$ cat src/rtl/router_reg.sv
// -----------------------------------------------------------------------------
// router_reg -- datapath register stage of the 1x3 router.
//
// Sits between router_fsm and the three output FIFOs. Driven by the FSM's
// one-hot state strobes, it:
//   - latches the header byte on detect_add,
//   - forwards the header and payload bytes to dout,
//   - parks one byte in hold_byte while the destination FIFO is full, and
//     replays it in laf_state,
//   - accumulates running parity and compares it against the packet's
//     parity byte.
//
// Parameters
//   WIDTH         data byte width. data_in[1:0] is the destination address
//                 and data_in[WIDTH-1:2] is the payload length.
//
// Ports
//   clock         rising-edge clock
//   reset         asynchronous, active-high reset
//   pkt_valid     source byte valid; low on the parity byte
//   data_in       source byte (header, payload or parity)
//   fifo_full     selected destination FIFO is full
//   detect_add    FSM strobe: header byte on data_in
//   lfd_state     FSM strobe: load first data (header) into FIFO
//   ld_state      FSM strobe: load payload/parity data
//   laf_state     FSM strobe: load the byte held after a full FIFO
//   full_state    FSM strobe: waiting on a full FIFO
//   rst_int_reg   FSM request to clear low_pkt_valid
//   parity_done   parity byte has been consumed (sticky until detect_add)
//   low_pkt_valid pkt_valid dropped while in ld_state
//   err           received parity differs from the computed parity
//   dout          byte to the FIFO write port
//
// Build option
//   ROUTER_REG_PARITY_CHECK_EN  when defined, the parity accumulator, the
//   received-parity register and the err logic are built. When undefined
//   they are left out and err is tied to 0.
// -----------------------------------------------------------------------------
module router_reg #(
  parameter int WIDTH = 8
) (
  input  logic             clock,
  input  logic             reset,
  input  logic             pkt_valid,
  input  logic [WIDTH-1:0] data_in,
  input  logic             fifo_full,
  input  logic             detect_add,
  input  logic             lfd_state,
  input  logic             ld_state,
  input  logic             laf_state,
  input  logic             full_state,
  input  logic             rst_int_reg,
  output logic             parity_done,
  output logic             low_pkt_valid,
  output logic             err,
  output logic [WIDTH-1:0] dout
);

  logic [WIDTH-1:0] header_byte;
  logic [WIDTH-1:0] hold_byte;

  // Winning strobe after priority resolution. The FSM should only ever raise
  // one strobe; if it raises several, detect_add > lfd > ld > laf.
  logic lfd_win;
  logic ld_win;
  logic laf_win;

  always_comb begin
    // NOTE: every output of a combinational block gets a default first so
    // no path through the block leaves it unassigned (which would infer a latch).
    lfd_win = 1'b0;
    ld_win  = 1'b0;
    laf_win = 1'b0;
    if (!detect_add) begin
      if (lfd_state)      lfd_win = 1'b1;
      else if (ld_state)  ld_win  = 1'b1;
      else if (laf_state) laf_win = 1'b1;
    end
  end

  // Header capture. Address 2'b11 is not a valid port, so that header is
  // dropped and the previous header_byte is kept.
  always_ff @(posedge clock or posedge reset) begin
    if (reset) begin
      // NOTE: sequential state uses non-blocking assignments so every
      // register samples the pre-edge values of its inputs.
      header_byte <= '0;
    end else if (detect_add && pkt_valid && (data_in[1:0] != 2'b11)) begin
      header_byte <= data_in;
    end
  end

  // Byte path to the FIFO. A byte that arrives while the FIFO is full is
  // parked in hold_byte, and dout keeps its last value until laf_state
  // replays the parked byte. dout also holds in full_state and in idle.
  always_ff @(posedge clock or posedge reset) begin
    if (reset) begin
      dout      <= '0;
      hold_byte <= '0;
    end else if (lfd_win) begin
      dout <= header_byte;
    end else if (ld_win) begin
      if (fifo_full) hold_byte <= data_in;
      else           dout      <= data_in;
    end else if (laf_win) begin
      dout <= hold_byte;
    end
  end

  // The parity byte (pkt_valid low in ld_state) is flagged here. The flag
  // persists until the FSM clears it, and a clear wins over a new set.
  always_ff @(posedge clock or posedge reset) begin
    if (reset) begin
      low_pkt_valid <= 1'b0;
    end else if (rst_int_reg) begin
      low_pkt_valid <= 1'b0;
    end else if (ld_win && !pkt_valid) begin
      low_pkt_valid <= 1'b1;
    end
  end

  // The parity byte is consumed either directly (FIFO had room) or when it
  // is replayed from hold_byte in laf_state. parity_done stays set until the
  // next header arrives.
  always_ff @(posedge clock or posedge reset) begin
    if (reset) begin
      parity_done <= 1'b0;
    end else if (detect_add) begin
      parity_done <= 1'b0;
    end else if ((ld_win && !pkt_valid && !fifo_full) ||
                 (laf_win && low_pkt_valid && !parity_done)) begin
      parity_done <= 1'b1;
    end
  end

`ifdef ROUTER_REG_PARITY_CHECK_EN
  logic [WIDTH-1:0] int_parity;
  logic [WIDTH-1:0] pkt_parity;

  // Running XOR of header and payload bytes. A payload byte is counted in the
  // cycle it is presented, even when it is diverted to hold_byte, so replaying
  // it from laf_state must not count it a second time.
  always_ff @(posedge clock or posedge reset) begin
    if (reset) begin
      int_parity <= '0;
      pkt_parity <= '0;
      err        <= 1'b0;
    end else begin
      if (detect_add)
        int_parity <= '0;
      else if (lfd_win)
        int_parity <= int_parity ^ header_byte;
      else if (ld_win && pkt_valid && !full_state)
        int_parity <= int_parity ^ data_in;

      if (ld_win && !pkt_valid)
        pkt_parity <= data_in;

      // err is compared on the edge after parity_done rises, then keeps being
      // refreshed with the same (now stable) operands until detect_add.
      if (detect_add)
        err <= 1'b0;
      else if (parity_done)
        err <= (int_parity != pkt_parity);
    end
  end
`else
  // full_state only gates parity accumulation, so it has no load here.
  logic unused_full_state;
  assign unused_full_state = full_state;
  assign err               = 1'b0;
`endif

endmodule
$ cat config.mk
export PLATFORM = sky130hd
export DESIGN_NAME = router_reg
export DESIGN_NICKNAME = d
export VERILOG_FILES = /design/src/rtl/router_reg.sv
export SDC_FILE = /design/constraint.sdc
export NUM_CORES = 1
export LEC_CHECK = 0
export ABC_AREA = 1
export CAP_MARGIN = 20
export CORE_ASPECT_RATIO = 0.6
export CORE_UTILIZATION = 44
export DETAILED_ROUTE_END_ITERATION = 10
export GPL_ROUTABILITY_DRIVEN = 0
export PLACE_DENSITY = 0.73
export SLEW_MARGIN = 20
export SYNTH_ARGS = -nofsm -noshare
export SYNTH_HDL_FRONTEND = slang
export SYNTH_SLANG_ARGS = --single-unit
$ cat constraint.sdc
create_clock -name clock -period 0.8 [get_ports clock]
set_input_delay 0.2 -clock clock [delete_from_list [all_inputs] [get_ports clock]]
set_output_delay 0.2 -clock clock [all_outputs]
set_load 0.01 [all_outputs]
=== Yosys cells after proc, flatten, opt, wreduce, memory -nomap -nowiden ===
Index checks and enable logic that the tools add are counted.

* Bits in registers: 26
* Input bits: 18
* Word-level logic and storage cells: 40

* Eq/ne operators: 2
* Mux-type cells: 17
* Bitwise logic cells: 1
* Reduce and logical (&&, ||, !) cells: 15

{| class="wikitable"
|+ Operators with widths
! operator !! number
|-
| $mux 8 || 4
|-
| $mux 1 || 13
|-
| $logic_and 1x1->1 || 6
|-
| $reduce_bool 2->1 || 2
|-
| $logic_not 1->1 || 3
|-
| $ne 3x3->1 const B || 1
|-
| $reduce_and 3->1 || 1
|-
| $reduce_bool 3->1 || 1
|-
| $ne 2x2->1 const B || 1
|-
| $reduce_and 2->1 || 1
|-
| $logic_or 1x1->1 || 1
|-
| $not 1->1 || 1
|}

=== Longest topological paths before layout ===
* Depth in word-level cells: 9
* Depth in mapped cells: 9
* Gate-level depth less buffers: 8

=== Least setup slack after synthesis ===
OpenSTA, ideal clock, no wires.

* Path type: input-to-reg
* Start: input port ld_state
* End: register dout[0]
* Data arrival time: 949 ps
* Path slack: -266 ps
* Stages on the path: 8
* Path through: inv_1 nor2_4 nand3_4 nand2_2 buf_6 nor2_1 nand2_1 nand2_1

* Cells in the longest elaborated chain, start to end: 5
* Elaborated cells between the ends (all ways): 11
* Classes of those cells: eq/ne: 1; mux: 8; reduce/logical: 2

{| class="wikitable"
|+ Ends and longest elaborated chain
! item !! line !! text
|-
| start: declaration || 49 || <nowiki>input logic ld_state,</nowiki>
|-
| $mux 1 || 76 || <nowiki>else if (ld_state) ld_win = 1'b1;</nowiki>
|-
| $mux 1 || 75 || <nowiki>if (lfd_state) lfd_win = 1'b1;</nowiki>
|-
| $mux 1 || 74 || <nowiki>if (!detect_add) begin</nowiki>
|-
| $ne 3x3->1 (no source line) (tied with other cells) || - ||
|-
| $reduce_and 2->1 (no source line) or $mux 8 (tied branches) || - ||
|-
| end signal: assignment || 101 || <nowiki>dout <= header_byte;</nowiki>
|-
| end signal: assignment || 104 || <nowiki>else dout <= data_in;</nowiki>
|-
| end signal: assignment || 106 || <nowiki>dout <= hold_byte;</nowiki>
|-
| end: declaration || 56 || <nowiki>output logic [WIDTH-1:0] dout</nowiki>
|}

Parallel ways exist; a longest one is shown, timed or not.
A chain may end at the register's enable or synchronous reset.

=== Worst setup path in the final report ===
* Start: register parity_done
* End: output port parity_done

{| class="wikitable"
|+ RTL lines
! item !! line !! text
|-
| start: declaration || 53 || <nowiki>output logic parity_done,</nowiki>
|-
| start signal: assignment || 127 || <nowiki>parity_done <= 1'b0;</nowiki>
|-
| start signal: assignment || 129 || <nowiki>parity_done <= 1'b0;</nowiki>
|-
| start signal: assignment || 132 || <nowiki>parity_done <= 1'b1;</nowiki>
|}

No word-level cell between the ends.

==> results.cfg <==
[hold_path]
worstHoldPathType = primary input to register
whs_path_depth = 2
hp-start = detect_add
hold_end = parity_done

[clock_tree]
cts_tree = done
cts.root.buffer_cell = clkbuf_8
htree_levels = 1
cts_buffers = 3
clk_latency_ns = 0.28
clockBufferDepth = 2
clk_pin_slew_worst_paths_ns = 0.10
cts.sinks = 26

[global_routing]
overflow = 0
antenna_found_initial = 0
grt_max_degree = 27
grt_pass1_vias = 1242
grtUsageTotal = 0.264
grt_pass1_wl_um = 5950

[place]
dp.cells = 227
port_buffers = 26
placed_area_mm2 = 0.00167
place_hpwl_um = 2150
place_ws_ns = -0.885

[drt]
dr.pass1.iters = 4
wl_met1_um = 1750
vias = 1427
ant_nets = 0
route.detailed.drc = 0
totalWireLength_um = 4590
route.met2.wl_um = 2200
highest-signal-layer = met4
wl_per_cell_um = 18.7
vias_per_cell = 5.82
drtIter0Drc = 68
met3_length_um = 417

[yosys]
syn_inst = 160
muxShareOfSynthArea = 0
yosys_register_bits = 26
synthTopCellsByArea = dfrtp_1, nand2_1, o21ai_0, nand3_1, nor2_1
synth_warnings = 0
synth_top_area_frac = 0.522
yosysSeqAreaShare = 0.522
yosys.area_share.simple = 0.317
yosysTopAreaCell = dfrtp_1
syn_avg_cell_area_um2 = 7.80
netlist_area_mm2 = 0.00125
synth-xor-area-share = 0
synth_nets = 178
synthAdderAreaFrac = 0
synth-compound-area-share = 0.0843
synth_cell_type_count = 19
synth_top_family_by_area = simple AND/OR/NAND/NOR gates

[timing]
finalHoldViolCount = 0
skew_ns = 0.0107
maxSlewViolCount = 0
period_needed_ns = 1.04
finalSetupTns_ns = -2.99
fin_hold_ws_ns = 0.178
timing.final.ws_setup_ns = -0.238
final-setup-viol-count = 34
finalCritPeriodShare = 1.30
rsz0062_at_grt = true
max_freq_mhz = 963

[layout]
n_antenna_cell = 0
fin_cells = 245
final_cell_mix = nand2_1, dfrtp_1, buf_4
layout.nets = 232
syn_to_final_growth_pct = 64.8
final_cell_area_mm2 = 0.00206
layout_commonest_cell = nand2_1
fill_cells = 163
post-route-util = 0.793
drive_above_1_share = 0.469

[critical_path]
startpoint = parity_done
slowest_delay_ns = 0.41
crit_path_end_kind = primary output
r2r_end = dout[1]
reg2reg_slack_ns = -0.10
r2r_cells = 4
reg2reg_from = hold_byte[1]
cpLargestDelayFamily = flip-flops
crit_type = register to primary output
crit_chain = buf_2
crit_fanout = 2
required_ns = 0.60
crit_slowest_cell = dfrtp_1
crit_arrival_ns = 0.84
start_kind = register
path_buf_inv = 1

[outcome]
violations = negative setup slack
status = complete, but fails checks

[power]
ir_worst_vdd_mv = 1.21
total_power_mw = 3.78
powerDensity_mw_per_mm2 = 1840
leakage_nw = 1.05

[run]
drv_cap = 0

[floorplanning]
ioPinCount = 29
rows = 14
design.core.area_mm2 = 0.00259
die_w_um = 70.7
dieArea_mm2 = 0.00306
start_util = 0.481
die_h_um = 43.2
[layer usage]
layer | track usage | vias to the layer above
met2 | 0.442 | 108
met3 | 0.0594 | 32
li1 | - | 613
met1 | 0.347 | 674
met4 | 0.0760 | 0
met5 | 0 | -
[cell type report]
type | instances | area [µm²] | share of cell area
multi-input combinational | 114 | 723 | 0.352
sequential | 26 | 651 | 0.316
timing repair buffer | 53 | 507 | 0.247
inverter | 16 | 80.1 | 0.0390
clock buffer | 4 | 55.1 | 0.0268
tap | 32 | 40.0 | 0.0195
[kinds of logic (layout without fill, tap and decap cells)]
group	Yosys count	count (layout)
AOI/OAI and AO/OA	20	20
buffers and inverters	21	73
DFF	26	26
other	1	1
and+or+nand+nor	92	93
[worst max path at each step]
stage	to	slack, ns	depth (start not counted)
2_1_floorplan	dout[0]	-0.21	8
3_3_place_gp	dout[5]	-0.80	8
3_5_place_dp	dout[3]	-0.88	8
4_1_cts	dout[3]	-0.21	1
5_1_grt	dout[7]	-0.27	1
6_report	parity_done	-0.24	1
[what timing repair did]
| action | in CTS | in global routing |
|---|---|---|
| gates resized for setup | 108 | 54 |
| pin swaps | 14 | 22 |
| buffers inserted | 8 | 6 |
| endpoints found under the hold margin | 0 | 0 |
| endpoints found under the setup margin | 36 | 36 |
| gates cloned | 3 | 0 |
| hold buffers | 0 | 0 |
[power breakdown]
group | total, mW | switching [mW] | internal [mW]
Sequential | 1.72 | 0.185 | 1.53
Combinational | 1.20 | 0.630 | 0.569
Clock | 0.864 | 0.424 | 0.440
[Yosys cell counts]
master,n
nand3b_1,1
a21oi_1,1
nand3_4,1
nor2_4,1
buf_4,1
buf_6,1
nand2_1,52
conb_1,1
buf_2,2
inv_2,2
o211ai_1,2
clkbuf_1,1
nand2_2,1
dfrtp_1,26
o21ai_0,17
inv_1,14
nor2_1,19
nand3_1,16
nand4_1,1
[state kept, by name (all words and copies together), names as in the netlist]
name / flops
hold_byte: 8
low_pkt_valid: 1
parity_done: 1
header_byte: 8
dout: 8
(Power assumes the default switching activity.)
